===== src/rtl/piso_pkg.sv =====
// ============================================================================
// Module      : piso_pkg
// Description : Shared types and sizing helpers for the PISO serializer slice.
// Revision    : 1.0 - initial release
// ============================================================================
`default_nettype none

package piso_pkg;

  typedef enum logic [1:0] {
    IDLE   = 2'd0,
    SHIFT  = 2'd1,
    PARITY = 2'd2
  } piso_state_t;

  // Counter must be able to represent 0..width.
  function automatic int cnt_width(input int width);
    return $clog2(width + 1);
  endfunction

endpackage

`default_nettype wire


===== src/rtl/bit_counter.sv =====
// ============================================================================
// Module      : bit_counter
// Description : Clearable up-counter that saturates at TERMINAL and flags it.
// Revision    : 1.0 - initial release
// ============================================================================
`default_nettype none

module bit_counter #(
  parameter int CNT_W    = 4,
  parameter int TERMINAL = 7
) (
  input  logic i_Clk,
  input  logic i_Rst_L,
  input  logic i_Clear,
  input  logic i_Enable,
  output logic o_Terminal
);

  localparam logic [CNT_W-1:0] C_TERMINAL = CNT_W'(TERMINAL);

  logic [CNT_W-1:0] r_count;

  always_ff @(posedge i_Clk or negedge i_Rst_L) begin
    if (!i_Rst_L) begin
      r_count <= '0;
    end else if (i_Clear) begin
      r_count <= '0;
    end else if (i_Enable && (r_count != C_TERMINAL)) begin
      r_count <= r_count + 1'b1;
    end
  end

  assign o_Terminal = (r_count == C_TERMINAL);

endmodule

`default_nettype wire


===== src/rtl/piso_serializer.sv =====
// ============================================================================
// Module      : piso_serializer
// Description : Valid/ready parallel-in serial-out shifter with done pulse.
//               Define PISO_PARITY_EN to append an even-parity bit.
// Revision    : 1.0 - initial release
// ============================================================================
`default_nettype none

module piso_serializer
  import piso_pkg::*;
#(
  parameter int   WIDTH      = 8,
  parameter bit   LSB_FIRST  = 1'b0,
  parameter logic IDLE_LEVEL = 1'b0
) (
  input  logic             i_Clk,
  input  logic             i_Rst_L,
  input  logic             i_TX_DV,
  input  logic [WIDTH-1:0] i_TX_Word,
  output logic             o_TX_Ready,
  output logic             o_TX_Serial,
  output logic             o_TX_Active,
  output logic             o_TX_Done
);

  localparam int C_CNT_W = cnt_width(WIDTH);

  piso_state_t      r_state;
  piso_state_t      w_state_next;
  logic [WIDTH-1:0] r_shift;
  logic [WIDTH-1:0] w_shift_load;
  logic [WIDTH-1:0] w_shift_step;
  logic             w_first_bit;
  logic             w_next_bit;
  logic             w_accept;
  logic             w_last;
  logic             w_serial_d;
  logic             w_active_d;
  logic             w_ready_d;
  logic             w_done_d;

  assign w_accept = i_TX_DV && o_TX_Ready;

  // The first bit goes straight to the output at accept, so the register
  // holds the word already advanced by one position.
  generate
    if (LSB_FIRST) begin : g_lsb_first
      assign w_first_bit  = i_TX_Word[0];
      assign w_shift_load = {1'b0, i_TX_Word[WIDTH-1:1]};
      assign w_next_bit   = r_shift[0];
      assign w_shift_step = {1'b0, r_shift[WIDTH-1:1]};
    end else begin : g_msb_first
      assign w_first_bit  = i_TX_Word[WIDTH-1];
      assign w_shift_load = {i_TX_Word[WIDTH-2:0], 1'b0};
      assign w_next_bit   = r_shift[WIDTH-1];
      assign w_shift_step = {r_shift[WIDTH-2:0], 1'b0};
    end
  endgenerate

  bit_counter #(
    .CNT_W    (C_CNT_W),
    .TERMINAL (WIDTH - 1)
  ) u_bit_counter (
    .i_Clk      (i_Clk),
    .i_Rst_L    (i_Rst_L),
    .i_Clear    (w_accept),
    .i_Enable   (r_state == SHIFT),
    .o_Terminal (w_last)
  );

`ifdef PISO_PARITY_EN
  logic r_parity;

  always_ff @(posedge i_Clk or negedge i_Rst_L) begin
    if (!i_Rst_L) begin
      r_parity <= 1'b0;
    end else if (w_accept) begin
      r_parity <= ^i_TX_Word;
    end
  end
`endif

  always_ff @(posedge i_Clk or negedge i_Rst_L) begin
    if (!i_Rst_L) begin
      r_state <= IDLE;
    end else begin
      r_state <= w_state_next;
    end
  end

  always_comb begin
    w_state_next = r_state;
    case (r_state)
      IDLE: begin
        if (w_accept) begin
          w_state_next = SHIFT;
        end
      end
      SHIFT: begin
        if (w_last) begin
`ifdef PISO_PARITY_EN
          w_state_next = PARITY;
`else
          w_state_next = IDLE;
`endif
        end
      end
`ifdef PISO_PARITY_EN
      PARITY: w_state_next = IDLE;
`endif
      default: w_state_next = IDLE;
    endcase
  end

  // Output values are computed from the upcoming state and then registered.
  always_comb begin
    w_serial_d = IDLE_LEVEL;
    w_active_d = (w_state_next != IDLE);
    w_ready_d  = (w_state_next == IDLE);
    w_done_d   = (r_state != IDLE) && (w_state_next == IDLE);
    case (w_state_next)
      SHIFT:   w_serial_d = (r_state == IDLE) ? w_first_bit : w_next_bit;
`ifdef PISO_PARITY_EN
      PARITY:  w_serial_d = r_parity;
`endif
      default: w_serial_d = IDLE_LEVEL;
    endcase
  end

  always_ff @(posedge i_Clk or negedge i_Rst_L) begin
    if (!i_Rst_L) begin
      r_shift     <= '0;
      o_TX_Serial <= IDLE_LEVEL;
      o_TX_Ready  <= 1'b1;
      o_TX_Active <= 1'b0;
      o_TX_Done   <= 1'b0;
    end else begin
      if (w_accept) begin
        r_shift <= w_shift_load;
      end else if (r_state == SHIFT) begin
        r_shift <= w_shift_step;
      end
      o_TX_Serial <= w_serial_d;
      o_TX_Ready  <= w_ready_d;
      o_TX_Active <= w_active_d;
      o_TX_Done   <= w_done_d;
    end
  end

endmodule

`default_nettype wire


===== config.mk =====
export PLATFORM = sky130hd
export DESIGN_NAME = piso_serializer
export DESIGN_NICKNAME = d
export VERILOG_FILES = /design/src/rtl/piso_pkg.sv /design/src/rtl/bit_counter.sv /design/src/rtl/piso_serializer.sv
export SDC_FILE = /design/constraint.sdc
export NUM_CORES = 1
export LEC_CHECK = 0
export ABC_AREA = 1
export CAP_MARGIN = 20
export CORE_MARGIN = 10
export CORE_UTILIZATION = 53
export CTS_CLUSTER_SIZE = 25
export DETAILED_ROUTE_END_ITERATION = 7
export PLACE_DENSITY = 0.8
export SETUP_SLACK_MARGIN = 0.3
export SYNTH_ARGS = -nofsm -noshare
export SYNTH_HDL_FRONTEND = slang
export SYNTH_HIERARCHICAL = 1
export SYNTH_SLANG_ARGS = --single-unit

===== constraint.sdc =====
create_clock -name i_Clk -period 3.03 [get_ports i_Clk]
set_clock_uncertainty 0.2 [all_clocks]
set_input_delay 0.303 -clock i_Clk [delete_from_list [all_inputs] [get_ports i_Clk]]
set_output_delay 0.303 -clock i_Clk [all_outputs]
set_load 0.02 [all_outputs]

==> results.cfg, run 1 <==
[place]
place_inst = 130
port_buffers = 14
gp_congestion = 0.8003
place_ws_ns = 1.258
postPlaceCellArea_um2 = 992.2
dp_hpwl_mm = 1.211

[synth]
synth_fa_ha_area_share_pct = 1.504
synth_top_area_cell = dfrtp_1
synth-seq-cells = 17
synth-edff-count = 0
syn-instance-count = 100
synthSimpleGateAreaFrac_pct = 40.30
synthXorXnorAreaFrac_pct = 0
synth_top_area_share_pct = 48.12
ys_seq_area_share_pct = 51.28
synth_cell_types = 20
netlist_area_um2 = 832.0
synthTopCellsByCount = 42 x nand2_1, 16 x dfrtp_1, 12 x nand3_1
async_flop_share_pct = 100.0
ys_warn_count = 6
synth.most_common_cell = nand2_1
yosys-top-cells-area = dfrtp_1 48%, nand2_1 19%, nand3_1 7.2%, nand2_4 4.1%, dfstp_2 3.2%
synth_top_family_by_area = simple AND/OR/NAND/NOR gates
synth_compound_area_share_pct = 1.654
avgSynthCellArea_um2 = 8.320
syn_nets = 112
ys.flop_type = dfrtp_1
synth_mux_area_share_pct = 0

[critical_path]
path_class = reg2out
cp_cell_sequence = clkdlybuf4s50_1
end_kind = output pin
cp_top_family = flip-flops
path_max_fanout = 8
crit_arrival_ns = 1.55
ff2ff_path_depth = 7
cp.required_ns = 2.53
critPathSlowestCell = dfstp_2
crit_cells = 1
critPathMaxStageDelay_ns = 0.63
rrSetupSlack_ns = 1.50
cp.buffers_inverters = 1
start_kind = register

[layout]
nets = 131
drive_gt1_share_pct = 16.95
finalNonFillerCells = 134
antenna_cells = 0
fillers = 108
area_growth_pct = 22.41
design_area_um2 = 1018

[cts]
cts_tree = built
clk_path_buf_depth = 2
post_cts_buffers = 0
postCtsHoldBufs = 0
root_buffer = clkbuf_4
htreeDepth = 1
clkTransAtPathRegs_ns = 0.09
post_cts_resized = 0
clock_latency_ns = 0.28
cts_sinks = 17
cts_buffers = 3

[routing]
route.detailed.drc = 0
drtIter0Drc = 23
viasPerCell = 5.075
routed_wl_mm = 1.652
wl_per_cell_um = 12.33
antenna_left = 0
drt-pass1-iter-count = 4
vias = 680

[die]
die_w_um = 59.62
initial_core_util_pct = 55.88
die-area_um2 = 3555
die_height_um = 59.62
core_area_um2 = 1489
num_rows = 14
io_pins = 15

[sta]
finalSetupTns_ns = 0
setup_viol = 0
rsz0062_at_grt = false
fin_crit_sh_pct = 67.63
finalHoldViolCount = 0
tightestPinTransition_ns = 0.7195
drv_slew = 0
slew_headroom_pct = 51.88
holdWs_ns = 0.2367
fin_crit_ns = 2.049
worst_slack_ns = 0.9808
fmax_ghz = 0.4880

[status]
status = complete, no violations

[power_and_ir_drop]
p_switching_uw = 178.8
clkPwrFrac_pct = 21.2
combinationalPowerShare_pct = 25.7
leakage_nw = 0.5370
pwr-share-seq_pct = 53.1
power_density_nw_per_um2 = 548.5
switching_share_pct = 32.00
peakVddDrop_mv = 0.4316
intPower_uw = 379.9

[global_route]
gr-usage-all-layers_pct = 10.37
grt_max_degree = 18
grt_pass1_vias = 652
grt_antenna_before_repair = 0
grt_pass1_wl_mm = 2.870
overflow = 0

[job]
cap_violations = 0

[min_path]
hold_path.class = in2async
through the flow:
stage	utilization [%]	total power, mW
floorplan	-	0.3883
global placement	66.64	0.4399
detailed placement	66.64	0.4433
CTS	68.40	0.5640
global route	68.40	0.5972
finish	68.40	0.5587
kinds of logic (layout without fill, tap and decap cells):
group	count (synthesis)	count (layout)
AO/OA/AOI/OAI	2	2
buffers and inverters	9	27
adder cells (fa/ha/maj)	1	1
flip-flops	17	17
AND/OR/NAND/NOR	70	70
other	1	1
power groups by stage:
stage	Sequential (mW)	Clock [mW]	Combinational (mW)
after floorplan	0.304	0	0.0843
after global placement	0.299	0	0.141
after detailed placement	0.300	0	0.143
after CTS	0.296	0.123	0.145
after global routing	0.301	0.133	0.163
final	0.297	0.118	0.144
cell type report:
cell class                      instances  area, um^2  share of cell area (%)
Sequential cell                        17       426.7                   41.89
Clock buffer                            4       26.28                   2.580
Timing Repair Buffer                   14       140.1                   13.76
Inverter                                9       40.04                   3.931
Tap cell                               16       20.02                   1.966
Multi-Input combinational cell         74       365.4                   35.87
final timing paths:
path,start,end
setup / recovery,o_TX_Ready,o_TX_Ready
hold / removal,i_Rst_L,r_shift[4]
setup reg to reg,u_bit_counter/r_count[0],u_bit_counter/r_count[1]
hold reg to reg,r_shift[3],r_shift[3]
max in group asynchronous,i_Rst_L,u_bit_counter/r_count[1]
min in group i_Clk,r_shift[3],r_shift[3]
cells in the final DEF (no fill, tap or decap):
master            n
clkbuf_1          1
clkbuf_4          3
clkdlybuf4s50_1  14
clkinv_2          1
clkinv_4          1
conb_1            1
dfrtp_1          16
dfstp_2           1
ha_1              1
inv_1             3
inv_2             4
nand2_1          42
nand2_2           1
nand2_4           3
nand3_1          12
nand3b_1          2
nand4_1           3
nor2_1            2
nor2_2            3
nor2_4            1
o21ai_0           1
o21ai_2           1
or2_2             1
metal layers:
| metal | up-vias | global-route usage, % | part of all wire, % |
|---|---|---|---|
| met5 | - | 0 | 0 |
| met4 | 0 | 5.769 | 2.0 |
| met3 | 4 | 3.433 | 6.1 |
| met2 | 15 | 15.90 | 44 |
| met1 | 309 | 12.38 | 47 |
| li1 | 352 | - | - |
flip-flops by register name, summed over array words and instances, names as in the netlist:
name                   count
o_TX_Done                  1
o_TX_Active                1
r_state                    2
o_TX_Ready                 1
o_TX_Serial                1
r_shift                    7
u_bit_counter/r_count      4
(Power assumes the default switching activity.)
==> inputs of run 2 (changes only) <==
Settings changed: CORE_UTILIZATION 53 to 50, PLACE_DENSITY 0.8 to 0.77.
Clock period 3.03 ns to 2.04 ns, I/O delays scaled along.
==> results.cfg, run 2 (synthesis results as in run 1) <==
[global_route]
overflow = 0
grt_pass1_wl_mm = 2.746
grt_max_degree = 18
grt_antenna_before_repair = 0
gr-usage-all-layers_pct = 9.815
grt_pass1_vias = 662

[cts]
cts_tree = built
htreeDepth = 1
cts_buffers = 3
clock_latency_ns = 0.29
postCtsHoldBufs = 0
clkTransAtPathRegs_ns = 0.10
root_buffer = clkbuf_4
clk_path_buf_depth = 2
cts_sinks = 17

[die]
die-area_um2 = 3696
initial_core_util_pct = 53.98
die_w_um = 60.80
num_rows = 14
core_area_um2 = 1541
io_pins = 15
die_height_um = 60.80

[critical_path]
crit_arrival_ns = 1.27
cp_cell_sequence = dlygate4sd2_1
cp_top_family = flip-flops
r2r-start = r_state[1]
end_kind = output pin
critPathSlowestCell = dfstp_2
start_kind = register
critPathLaunch = o_TX_Ready
ff2ff_path_depth = 6
endpoint = o_TX_Ready
crit_cells = 1
cp.required_ns = 1.64
path_max_fanout = 8
cp.buffers_inverters = 1
rrSetupSlack_ns = 0.51
reg2reg_to = u_bit_counter/r_count[2]
path_class = reg2out
critPathMaxStageDelay_ns = 0.63

[routing]
antenna_left = 0
vias = 666
wl_per_cell_um = 11.74
viasPerCell = 4.933
route.detailed.drc = 0
drtIter0Drc = 22
routed_wl_mm = 1.585
drt-pass1-iter-count = 4

[sta]
drv_slew = 0
rsz0062_at_grt = false
setup_viol = 0
fin_crit_ns = 1.677
fmax_ghz = 0.5962
finalSetupTns_ns = 0
fin_crit_sh_pct = 82.22
finalHoldViolCount = 0

[place]
gp_congestion = 0.8089
postPlaceCellArea_um2 = 999.7
dp_hpwl_mm = 1.255
port_buffers = 14

[layout]
final_common_cell = nand2_1
design_area_um2 = 1026
multi_input_area_um2 = 365.4
fillers = 139
largest_reg_flops = 7
antenna_cells = 0
top_regs = r_shift (7), u_bit_counter/r_count (4), r_state (2)
final_cell_mix = 42 x nand2_1, 16 x dfrtp_1, 13 x clkdlybuf4s50_1
area_growth_pct = 23.31
seq_area_um2 = 426.7
nets = 132
drive_gt1_share_pct = 18.49
largest_register = r_shift

[power_and_ir_drop]
p_switching_uw = 264.7
switching_share_pct = 32.07
intPower_uw = 560.6
peakVddDrop_mv = 0.7417
leakage_nw = 0.5441
combinationalPowerShare_pct = 25.4
clkPwrFrac_pct = 21.4
power_density_nw_per_um2 = 804.4
pwr-share-seq_pct = 53.2

[status]
status = complete, no violations

[min_path]
hold_path.class = in2async

[job]
cap_violations = 0
-- run 2: cell types whose count changed in the layout (fill, tap and decap cells not counted), sizes merged --
cell | before | now
buf | 0 | 1
clkbuf | 4 | 3
clkdlybuf4s50 | 14 | 13
clkinv | 2 | 3
dlygate4sd2 | 0 | 1
-- run 2: worst min-delay path by stage --
stage	from	end	cells past startpoint
floorplan	i_Rst_L	o_TX_Active	0
global placement	r_shift[6]	r_shift[6]	2
detailed placement	r_shift[7]	r_shift[7]	2
CTS	i_Rst_L	r_shift[5]	2
global route	i_Rst_L	r_shift[5]	2
finish	i_Rst_L	r_shift[5]	2
-- run 2: area by class of cell --
type	count	share of cell area, %
Tap cell	16	1.951
Clock buffer	3	2.195
Clock inverter	1	0.4878
Sequential cell	17	41.59
Inverter	9	3.902
Multi-Input combinational cell	74	35.61
Timing Repair Buffer	15	14.27
-- run 2: layer usage --
metal	track usage (%)	vias up	part of all wire [%]
li1	-	356	-
met1	10.74	297	46
met2	15.87	11	46
met3	4.384	2	6.8
met4	4.702	0	1.2
met5	0	-	0
-- run 2: power groups by stage --
| stage | clock [mW] | combinational, mW | sequential [mW] |
|---|---|---|---|
| 6_report | 0.177 | 0.209 | 0.439 |
| 5_1_grt | 0.199 | 0.239 | 0.449 |
| 4_1_cts | 0.184 | 0.214 | 0.440 |
| 3_5_place_dp | 0 | 0.215 | 0.446 |
| 3_3_place_gp | 0 | 0.210 | 0.445 |
| 2_1_floorplan | 0 | 0.125 | 0.451 |
-- run 2: stage by stage --
step                std cells  setup WS [ns]  hold WS (ns)  util (%)  power [mW]
finish                    135         0.3627       0.01938     66.56      0.8253
global route              135         0.3076       0.01901     66.56      0.8876
CTS                       135         0.3427       0.01693     66.56      0.8374
detailed placement        131         0.3699        0.2562     64.85      0.6611
global placement          131         0.4111        0.2563     64.85      0.6548
floorplan                 100         0.6506       -0.2916         -      0.5767
-- run 2: what timing repair did --
action | CTS | global route
buffers inserted | 0 | 0
setup endpoints to repair | 1 | 0
gates resized for setup | 1 | 0
